==> src/rtl/hwpe_ctrl_package.sv <==
// Shared types and default sizes for the uloop scheduler and its output FIFO.
package hwpe_ctrl_package;

    localparam int unsigned ULOOP_SCHED_NB_REG     = 4;
    localparam int unsigned ULOOP_SCHED_REG_WIDTH  = 32;
    localparam int unsigned ULOOP_SCHED_NB_LOOPS   = 6;
    localparam int unsigned ULOOP_SCHED_CNT_WIDTH  = 16;
    localparam int unsigned ULOOP_SCHED_FIFO_DEPTH = 4;

    typedef enum logic [2:0] {
        IDLE,
        PRIME,
        RUN,
        DRAIN,
        DONE
    } uloop_sched_state_t;

    typedef struct packed {
        logic [ULOOP_SCHED_NB_REG*ULOOP_SCHED_REG_WIDTH-1:0]   offs;
        logic [ULOOP_SCHED_NB_LOOPS*ULOOP_SCHED_CNT_WIDTH-1:0] idx;
        logic                                                  done;
    } uloop_sched_entry_t;

endpackage

==> src/rtl/hwpe_ctrl_uloop_sched_fifo.sv <==
// Generic show-ahead FIFO; a full FIFO still accepts a push when a pop happens in the same cycle.
module hwpe_ctrl_uloop_sched_fifo
    import hwpe_ctrl_package::*;
#(
    parameter type         entry_t = uloop_sched_entry_t,
    parameter int unsigned DEPTH   = ULOOP_SCHED_FIFO_DEPTH
) (
    input  logic                     clk_i,
    input  logic                     rst_i,
    input  logic                     flush_i,
    input  logic                     push_i,
    input  entry_t                   data_i,
    input  logic                     pop_i,
    output entry_t                   data_o,
    output logic [$clog2(DEPTH):0]   count_o,
    output logic                     full_o,
    output logic                     empty_o
);

    localparam int unsigned AW = $clog2(DEPTH);

    typedef logic [AW-1:0] ptr_t;
    typedef logic [AW:0]   cnt_t;

    entry_t mem_q [DEPTH];
    ptr_t   wptr_q, rptr_q;
    cnt_t   cnt_q;
    logic   do_push, do_pop;

    assign full_o  = (cnt_q == cnt_t'(DEPTH));
    assign empty_o = (cnt_q == '0);
    assign do_pop  = pop_i && !empty_o;
    assign do_push = push_i && (!full_o || do_pop);
    assign count_o = cnt_q;
    assign data_o  = mem_q[rptr_q];

    // NOTE: sequential state uses non-blocking assignments so every flop samples pre-edge values.
    always_ff @(posedge clk_i) begin
        if (rst_i || flush_i) begin
            wptr_q <= '0;
            rptr_q <= '0;
            cnt_q  <= '0;
        end else begin
            if (do_push) wptr_q <= wptr_q + ptr_t'(1);
            if (do_pop)  rptr_q <= rptr_q + ptr_t'(1);
            case ({do_push, do_pop})
                2'b10:   cnt_q <= cnt_q + cnt_t'(1);
                2'b01:   cnt_q <= cnt_q - cnt_t'(1);
                default: cnt_q <= cnt_q;
            endcase
        end
    end

    // NOTE: storage is not reset; the counter alone decides which slots hold valid data.
    always_ff @(posedge clk_i) begin
        if (do_push && !flush_i) mem_q[wptr_q] <= data_i;
    end

endmodule

==> src/rtl/hwpe_ctrl_uloop_sched.sv <==
// Sequences the uloop for one job and buffers its offset/index flags for the streamers.
// Optional stall counter enabled by defining HWPE_ULOOP_SCHED_PERF_EN.
module hwpe_ctrl_uloop_sched
    import hwpe_ctrl_package::*;
#(
    parameter int unsigned NB_REG     = ULOOP_SCHED_NB_REG,
    parameter int unsigned REG_WIDTH  = ULOOP_SCHED_REG_WIDTH,
    parameter int unsigned NB_LOOPS   = ULOOP_SCHED_NB_LOOPS,
    parameter int unsigned CNT_WIDTH  = ULOOP_SCHED_CNT_WIDTH,
    parameter int unsigned FIFO_DEPTH = ULOOP_SCHED_FIFO_DEPTH
) (
    input  logic                          clk_i,
    input  logic                          rst_i,
    input  logic                          clear_i,
    input  logic                          start_i,
    input  logic                          abort_i,
    output logic                          busy_o,
    output logic                          evt_done_o,
    output logic                          err_o,
    output logic                          uloop_clear_o,
    output logic                          uloop_enable_o,
    input  logic                          uloop_valid_i,
    input  logic                          uloop_done_i,
    input  logic [NB_REG*REG_WIDTH-1:0]   uloop_offs_i,
    input  logic [NB_LOOPS*CNT_WIDTH-1:0] uloop_idx_i,
    output logic                          offs_valid_o,
    input  logic                          offs_ready_i,
    output logic [NB_REG*REG_WIDTH-1:0]   offs_o,
    output logic [NB_LOOPS*CNT_WIDTH-1:0] idx_o,
`ifdef HWPE_ULOOP_SCHED_PERF_EN
    input  logic                          perf_clr_i,
    output logic [31:0]                   stall_cnt_o,
`endif
    output logic                          last_o
);

    typedef struct packed {
        logic [NB_REG*REG_WIDTH-1:0]   offs;
        logic [NB_LOOPS*CNT_WIDTH-1:0] idx;
        logic                          done;
    } entry_t;

    uloop_sched_state_t state_q, state_d;

    entry_t                      push_data, head;
    logic [$clog2(FIFO_DEPTH):0] fifo_count;
    logic                        fifo_full, fifo_empty;
    logic                        rst, push, push_ok, pop, flush;
    logic                        abort_go, abort_q, err_q;

    assign rst       = rst_i || clear_i;
    assign push      = (state_q == RUN) && uloop_valid_i;
    assign pop       = !fifo_empty && offs_ready_i;
    assign push_ok   = push && (!fifo_full || pop);
    assign flush     = (state_q == PRIME) || abort_go;
    assign push_data = '{offs: uloop_offs_i, idx: uloop_idx_i, done: uloop_done_i};

    hwpe_ctrl_uloop_sched_fifo #(
        .entry_t (entry_t),
        .DEPTH   (FIFO_DEPTH)
    ) i_fifo (
        .clk_i   (clk_i),
        .rst_i   (rst),
        .flush_i (flush),
        .push_i  (push),
        .data_i  (push_data),
        .pop_i   (pop),
        .data_o  (head),
        .count_o (fifo_count),
        .full_o  (fifo_full),
        .empty_o (fifo_empty)
    );

    always_ff @(posedge clk_i) begin
        if (rst) begin
            state_q <= IDLE;
            abort_q <= 1'b0;
            err_q   <= 1'b0;
        end else begin
            state_q <= state_d;
            abort_q <= abort_go;
            if (state_q == PRIME)
                err_q <= 1'b0;
            else if (push && fifo_full && !pop && !abort_go)
                err_q <= 1'b1;
        end
    end

    // NOTE: every always_comb output gets a default first so no path infers a latch.
    always_comb begin
        state_d  = state_q;
        abort_go = 1'b0;
        unique case (state_q)
            IDLE:    if (start_i) state_d = PRIME;
            PRIME:   state_d = RUN;
            RUN:     if (push_ok && uloop_done_i) state_d = DRAIN;
            DRAIN:   if (pop && head.done) state_d = DONE;
            DONE:    state_d = IDLE;
            default: state_d = IDLE;
        endcase
        if (abort_i && (state_q inside {PRIME, RUN, DRAIN})) begin
            state_d  = IDLE;
            abort_go = 1'b1;
        end
    end

    // Enable only while two slots remain, so a valid already in flight always fits.
    assign uloop_enable_o = (state_q == RUN) && (32'(fifo_count) + 32'd2 <= 32'(FIFO_DEPTH));
    assign uloop_clear_o  = (state_q == PRIME) || abort_q;
    assign busy_o         = state_q inside {PRIME, RUN, DRAIN};
    assign evt_done_o     = (state_q == DONE);
    assign err_o          = err_q;
    assign offs_valid_o   = !fifo_empty;
    assign offs_o         = fifo_empty ? '0 : head.offs;
    assign idx_o          = fifo_empty ? '0 : head.idx;
    assign last_o         = !fifo_empty && head.done;

`ifdef HWPE_ULOOP_SCHED_PERF_EN
    logic [31:0] stall_cnt_q;

    always_ff @(posedge clk_i) begin
        if (rst || perf_clr_i)
            stall_cnt_q <= '0;
        else if ((state_q == RUN) && fifo_empty && (stall_cnt_q != '1))
            stall_cnt_q <= stall_cnt_q + 32'd1;
    end

    assign stall_cnt_o = stall_cnt_q;
`endif

endmodule
==> config.mk <==
export PLATFORM = sky130hd
export DESIGN_NAME = hwpe_ctrl_uloop_sched
export DESIGN_NICKNAME = d
export VERILOG_FILES = /design/src/rtl/hwpe_ctrl_package.sv /design/src/rtl/hwpe_ctrl_uloop_sched_fifo.sv /design/src/rtl/hwpe_ctrl_uloop_sched.sv
export SDC_FILE = /design/constraint.sdc
export NUM_CORES = 1
export LEC_CHECK = 0
export CORE_ASPECT_RATIO = 0.7
export CORE_MARGIN = 1.5
export CORE_UTILIZATION = 50
export DETAILED_ROUTE_END_ITERATION = 10
export PLACE_DENSITY = 0.74
export RECOVER_POWER = 25
export SETUP_SLACK_MARGIN = 0.02
export SYNTH_ARGS = -nofsm -noshare
export SYNTH_HDL_FRONTEND = slang
export SYNTH_SLANG_ARGS = --single-unit
export TNS_END_PERCENT = 20
==> constraint.sdc <==
create_clock -name clk_i -period 11.45 [get_ports clk_i]
set_input_delay 3.435 -clock clk_i [delete_from_list [all_inputs] [get_ports clk_i]]
set_output_delay 3.435 -clock clk_i [all_outputs]
set_load 0.05 [all_outputs]
==> results.sh, run 1 <==
export IMPL_synthDistinctLibCells=34
export IMPL_cts_tree="done"
export IMPL_via_per_inst=5.53
export IMPL_outcome="finished, final reports clean"
export IMPL_final_hold_viol_count=0
export IMPL_peakVddDrop_mv=0.115
export IMPL_synth_compound_area_frac=0.00249
export IMPL_maxSlewHeadroom=0.306
export IMPL_yosys_area_share_simple=0.0470
export IMPL_coreArea_um2=68400
export IMPL_post_synth_top_area_fraction=0.778
export IMPL_clkTransAtPathRegs_ns=0.06
export IMPL_synth_cells=1512
export IMPL_ys_ff_latch=914
export IMPL_cts_buffers=85
export IMPL_clk_latency_ns=0.63
export IMPL_syn_nets=1751
export IMPL_hold_ws_ns=0.530
export IMPL_fmax_mhz=137
export IMPL_required_ns=8.02
export IMPL_yosysWarnings=0
export IMPL_reg2reg_slack_ns=8.21
export IMPL_seq_area_um2=27300
export IMPL_fin_crit_ns=7.28
export IMPL_track_usage=0.200
export IMPL_finalSetupViolCount=0
export IMPL_cts_resized=0
export IMPL_synthFlopType="edfxtp_1"
export IMPL_row_count=80
export IMPL_reg2reg_from="state_q[1]"
export IMPL_multiInputGateArea_um2=6940
export IMPL_critPathKind="flip-flop to primary output"
export IMPL_synth_area_top_cells="edfxtp_1 78%, mux4_2 15%, and2_1 4.1%, dfxtp_1 0.81%, buf_6 0.62%"
export IMPL_die_h_um=223
export IMPL_reg2reg_to="i_fifo.mem_q[3][204]"
export IMPL_cts_setup_buffers=0
export IMPL_async_flop_share=0
export IMPL_reg2reg_depth=4
export IMPL_synthXorXnorAreaFrac=0.00101
export IMPL_antenna_found_initial=31
export IMPL_hp_class="flip-flop to flip-flop"
export IMPL_worst_pin_slew_ns=1.04
export IMPL_cts_hold_buf=0
export IMPL_nNetsFinal=2238
export IMPL_syn_cell_area_um2=34700
export IMPL_routedWlPerCell_um=23.6
export IMPL_synth_edf_count=900
export IMPL_hold_path_depth=2
export IMPL_first_global_vias=17255
export IMPL_clock_sinks=914
export IMPL_gp_congestion=0.761
export IMPL_drt_pass1_iter_count=5
export IMPL_min_from="i_fifo.rptr_q[1]"
export IMPL_wl_mm=70.4
export IMPL_yosysSeqAreaShare=0.787
export IMPL_grt_overflow=0
export IMPL_grt_max_degree=122
export IMPL_drc=0
export IMPL_area_growth_pct=23.7
export IMPL_fill_cells=4578
export IMPL_powerDensity_nw_per_um2=152
export IMPL_synth_area_mux_share=0.146
export IMPL_maxCapViolations=0
export IMPL_fin_crit_sh=0.636
export IMPL_dp_hpwl_mm=40.3
export IMPL_path_max_fanout=101
export IMPL_start_kind="flip-flop"
export IMPL_htreeDepth=3
export IMPL_num_vias=16516
export IMPL_dr_first_iter_drc_count=1334
export IMPL_synth_top_family_by_area="multiplexers"
export IMPL_hold_path_end="i_fifo.rptr_q[1]"
export IMPL_drv_slew=0
export IMPL_p_leak_nw=13.3
export IMPL_rsz0062_at_grt="no"
export IMPL_final_setup_skew_ns=0.0189
export IMPL_drtAntennaViolNets=0
export IMPL_crit_path_end_kind="primary output"
export IMPL_grt_pass1_wl_mm=107
export IMPL_io_buffers=462
export IMPL_postSynthAreaPerCell_um2=23.0
export IMPL_die_area_um2=71100
export IMPL_start_util=0.508
export IMPL_synthAdderAreaFrac=0.00274
export IMPL_setup_tns_ns=0
export IMPL_synth_top_area_cell="edfxtp_1"
export IMPL_clock_path_buffers=3
export IMPL_ios=463
export IMPL_cts_root_buffer="clkbuf_16"
export IMPL_die_width_um=318
export IMPL_drive_gt1_frac=0.177
export IMPL_cp_arrival_ns=3.85
[layout by cell type (no fill, tap or decap), types with 4 or more instances in the layout]
master           count
buf_4                7
buf_12               7
and2_4               4
dlygate4sd3_1      134
bufinv_16            7
and2_1             226
clkbuf_1            10
o21ai_0              4
inv_1                7
mux4_2             225
diode_2             18
dfxtp_1             12
a21oi_1              5
nor3_1               5
ha_1                 6
clkdlybuf4s50_1    328
clkinv_1            27
clkinv_2            17
edfxtp_1           900
clkbuf_16           87
nor2_1              10
[per-stage QoR]
| step | cell area, um2 | setup slack [ns] | util | instances | total power, mW |
|---|---|---|---|---|---|
| 2_1_floorplan | 34700 | 1.89 | - | 1512 | 3.77 |
| 3_3_place_gp | 40200 | 4.69 | 0.588 | 2814 | 3.88 |
| 3_5_place_dp | 40200 | 4.71 | 0.588 | 2814 | 3.89 |
| 4_1_cts | 42900 | 4.02 | 0.627 | 2967 | 6.60 |
| 5_1_grt | 42900 | 3.85 | 0.628 | 2976 | 6.72 |
| 6_report | 42900 | 4.17 | 0.628 | 2985 | 6.53 |
[logic make-up (layout without fill, tap and decap cells)]
group,Yosys count,count (layout)
buf+inv,83,636
compound gates,15,15
fa+ha+maj,7,7
other cells,0,18
flops,914,914
mux,226,226
simple gates,263,263
xor+xnor,4,4
[report_power, final]
part | switching (mW) | internal [mW]
registers | 0.00152 | 3.67
logic | 0.0634 | 0.0720
clock network | 1.18 | 1.54
[worst max-delay path by stage]
stage | from | endpoint | slack (ns) | cells past startpoint
CTS | flip-flop | idx_o[11] | 4.02 | 4
floorplan | uloop_valid_i | i_fifo.mem_q[0][0] | 1.89 | 3
global route | flip-flop | idx_o[11] | 3.85 | 4
detailed placement | flip-flop | idx_o[11] | 4.71 | 4
finish | flip-flop | idx_o[11] | 4.17 | 4
global placement | flip-flop | idx_o[11] | 4.69 | 4
[state kept, by name (all words and copies together), names as in the netlist, named ones only]
name,cells
i_fifo.count_o,3
abort_q,1
err_o,1
i_fifo.wptr_q,2
i_fifo.rptr_q,2
i_fifo.mem_q,900
state_q,3
[cell usage after synthesis, types with 3 or more instances]
cell      instances
dfxtp_1          14
buf_6            19
a21oi_1           5
mux4_2          225
buf_2            27
edfxtp_1        900
o21ai_0           4
ha_1              6
inv_1             7
xor2_1            3
a31oi_1           3
and2_1          230
nor3_1            5
nor2_1           10
and3_1            3
clkbuf_1         30
[layer usage]
| metal | routed length, um | part of all wire | track usage |
|---|---|---|---|
| met1 | 29300 | 0.42 | 0.276 |
| met2 | 34000 | 0.48 | 0.310 |
| met3 | 5430 | 0.077 | 0.0605 |
| met4 | 1560 | 0.022 | 0.0606 |
| met5 | 154 | 0.0022 | 0 |
[worst max-delay path, stage by stage, from the launching register on]
cell             delay (ns)
dfxtp_4                0.87
buf_12                 0.63
mux4_2                 0.62
and2_1                 0.19
clkdlybuf4s50_1        0.71
[final cells by class]
| class | instances | area share |
|---|---|---|
| Sequential cell | 914 | 0.636 |
| Multi-Input combinational cell | 515 | 0.162 |
| Timing Repair Buffer | 476 | 0.112 |
| Clock buffer | 97 | 0.0516 |
| Tap cell | 902 | 0.0263 |
| Clock inverter | 56 | 0.0106 |
| Antenna cell | 18 | 0.00105 |
| Inverter | 7 | 0.000612 |
Power figures use the tool's default switching activity.
==> inputs of run 2 (changes only) <==
--- a/config.mk
+++ b/config.mk
@@ -9,7 +9,7 @@
 export CORE_MARGIN = 1.5
 export CORE_UTILIZATION = 50
 export DETAILED_ROUTE_END_ITERATION = 10
-export PLACE_DENSITY = 0.74
+export PLACE_DENSITY = 0.76
 export RECOVER_POWER = 25
 export SETUP_SLACK_MARGIN = 0.02
 export SYNTH_ARGS = -nofsm -noshare
==> constraint.sdc (replaced) <==
create_clock -name clk_i -period 6 [get_ports clk_i]
set_input_delay 1.8 -clock clk_i [delete_from_list [all_inputs] [get_ports clk_i]]
set_output_delay 1.8 -clock clk_i [all_outputs]
set_load 0.05 [all_outputs]
==> results.sh, run 2 (synthesis gave the netlist of run 1 again) <==
export IMPL_peakVddDrop_mv=0.248
export IMPL_combPwrFrac=0.020
export IMPL_path_max_fanout=32
export IMPL_htreeDepth=3
export IMPL_dp_hpwl_mm=44.2
export IMPL_grt_use_met1=0.281
export IMPL_grt_max_degree=94
export IMPL_clock_path_buffers=3
export IMPL_nNetsFinal=2267
export IMPL_ios=463
export IMPL_gr_max_usage_layer="met2"
export IMPL_dr_first_iter_drc_count=1568
export IMPL_cts_tree="done"
export IMPL_cts_buffers=83
export IMPL_hp_class="flip-flop to flip-flop"
export IMPL_setup_tns_ns=0
export IMPL_seq_power_share=0.549
export IMPL_critPathKind="flip-flop to primary output"
export IMPL_final_setup_skew_ns=0.0209
export IMPL_die_h_um=223
export IMPL_antenna_found_initial=24
export IMPL_wl_mm=72.4
export IMPL_row_count=80
export IMPL_slowest_delay_ns=0.85
export IMPL_via_per_inst=5.53
export IMPL_use_met2=0.330
export IMPL_final_hold_viol_count=0
export IMPL_die_width_um=318
export IMPL_gp_congestion=0.779
export IMPL_start_util=0.508
export IMPL_clkTransAtPathRegs_ns=0.06
export IMPL_die_area_um2=71100
export IMPL_cts_root_buffer="clkbuf_16"
export IMPL_io_buffers=462
export IMPL_crit_path_end_kind="primary output"
export IMPL_cp_arrival_ns=3.39
export IMPL_p_leak_nw=13.6
export IMPL_layout_commonest_cell="edfxtp_1"
export IMPL_largest_register="i_fifo.mem_q"
export IMPL_powerDensity_nw_per_um2=294
export IMPL_layout_common_cells="900 x edfxtp_1, 329 x clkdlybuf4s50_1, 226 x and2_1"
export IMPL_required_ns=4.20
export IMPL_drv_slew=0
export IMPL_maxSlewHeadroom=0.412
export IMPL_critPathBufInv=2
export IMPL_clock_sinks=914
export IMPL_worst_pin_slew_ns=0.881
export IMPL_fmax_mhz=193
export IMPL_coreArea_um2=68400
export IMPL_finalNonFillerCells=3007
export IMPL_drive_gt1_frac=0.195
export IMPL_drt_pass1_iter_count=5
export IMPL_grt_pass1_wl_mm=109
export IMPL_finalSetupViolCount=0
export IMPL_rsz0062_at_grt="no"
export IMPL_clkPwrFrac=0.431
export IMPL_routedWlPerCell_um=24.1
export IMPL_first_global_vias=17534
export IMPL_drtAntennaViolNets=0
export IMPL_crit_chain="buf_12, mux4_2, and2_1, clkdlybuf4s50_1"
export IMPL_cts_hold_buf=0
export IMPL_largest_reg_flops=900
export IMPL_cpLargestDelayFamily="buffers and inverters"
export IMPL_internal_power_mw=10.4
export IMPL_start_kind="flip-flop"
export IMPL_area_growth_pct=25.3
export IMPL_use_met3=0.0596
export IMPL_fin_crit_ns=5.19
export IMPL_clk_latency_ns=0.63
export IMPL_drc=0
export IMPL_slowest_stage="dfxtp_4"
export IMPL_dp_cells=2845
export IMPL_switching_share=0.188
export IMPL_track_usage=0.206
export IMPL_cts_resized=0
export IMPL_cts_setup_buffers=0
export IMPL_maxCapViolations=0
export IMPL_fin_crit_sh=0.865
export IMPL_outcome="finished, final reports clean"
export IMPL_p_sw_mw=2.40
export IMPL_grt_overflow=0
export IMPL_num_vias=16642
run 2: cell count changes in the layout (fill, tap and decap cells not counted), sizes merged, moves of 2 or more:
cell / change
buf: +31
inv: +3
bufinv: +7
clkinv: -10
diode: -10
clkinvlp: +2
run 2: final cells by class:
type | instances | area (um2)
Clock buffer | 96 | 2190
Tap cell | 902 | 1130
Sequential cell | 914 | 27300
Multi-Input combinational cell | 515 | 6940
Fill cell | 4509 | 24900
Timing Repair Buffer | 507 | 5210
Antenna cell | 8 | 20.0
Inverter | 7 | 26.3
Clock inverter | 58 | 673
run 2: worst reg2reg max path, stage by stage (launching register included):
cell and delay [ns]:
dfxtp_1 0.48, nand4bb_1 0.21, nor3_1 0.42, and2_4 0.74, buf_12 0.41
run 2: worst paths after layout:
path | end | slack [ns] | from | cells after the start
hold / removal | i_fifo.wptr_q[0] | 0.52 | i_fifo.wptr_q[0] | 2
setup / recovery | last_o | 0.81 | flip-flop | 4
hold reg to reg | i_fifo.wptr_q[0] | 0.52 | i_fifo.wptr_q[0] | 2
setup reg to reg | i_fifo.mem_q[3][204] | 3.28 | state_q[1] | 4
run 2: per-stage QoR:
step | area, um2 | total power [mW] | util | setup WS (ns) | hold WS (ns)
final | 43500 | 12.8 | 0.636 | 0.809 | 0.520
after global routing | 43500 | 13.1 | 0.636 | 0.599 | 0.541
after CTS | 43500 | 12.9 | 0.636 | 0.686 | 0.521
after detailed placement | 40600 | 7.43 | 0.594 | 1.40 | 0.512
after global placement | 40600 | 7.41 | 0.594 | 1.41 | 0.494
after floorplan | 34700 | 7.20 | - | -1.93 | 0.484
run 2: power by group through the flow:
stage	logic (mW)	registers [mW]	clock network [mW]
5_1_grt	0.280	7.01	5.85
4_1_cts	0.279	7.01	5.62
6_report	0.261	7.01	5.51
3_5_place_dp	0.277	7.15	0
3_3_place_gp	0.262	7.15	0
2_1_floorplan	0.0433	7.16	0
run 2: per-layer routing:
| metal | up-vias | wire [um] |
|---|---|---|
| li1 | 7251 | - |
| met1 | 8658 | 29600 |
| met2 | 570 | 35500 |
| met3 | 133 | 5690 |
| met4 | 30 | 1510 |
| met5 | - | 181 |
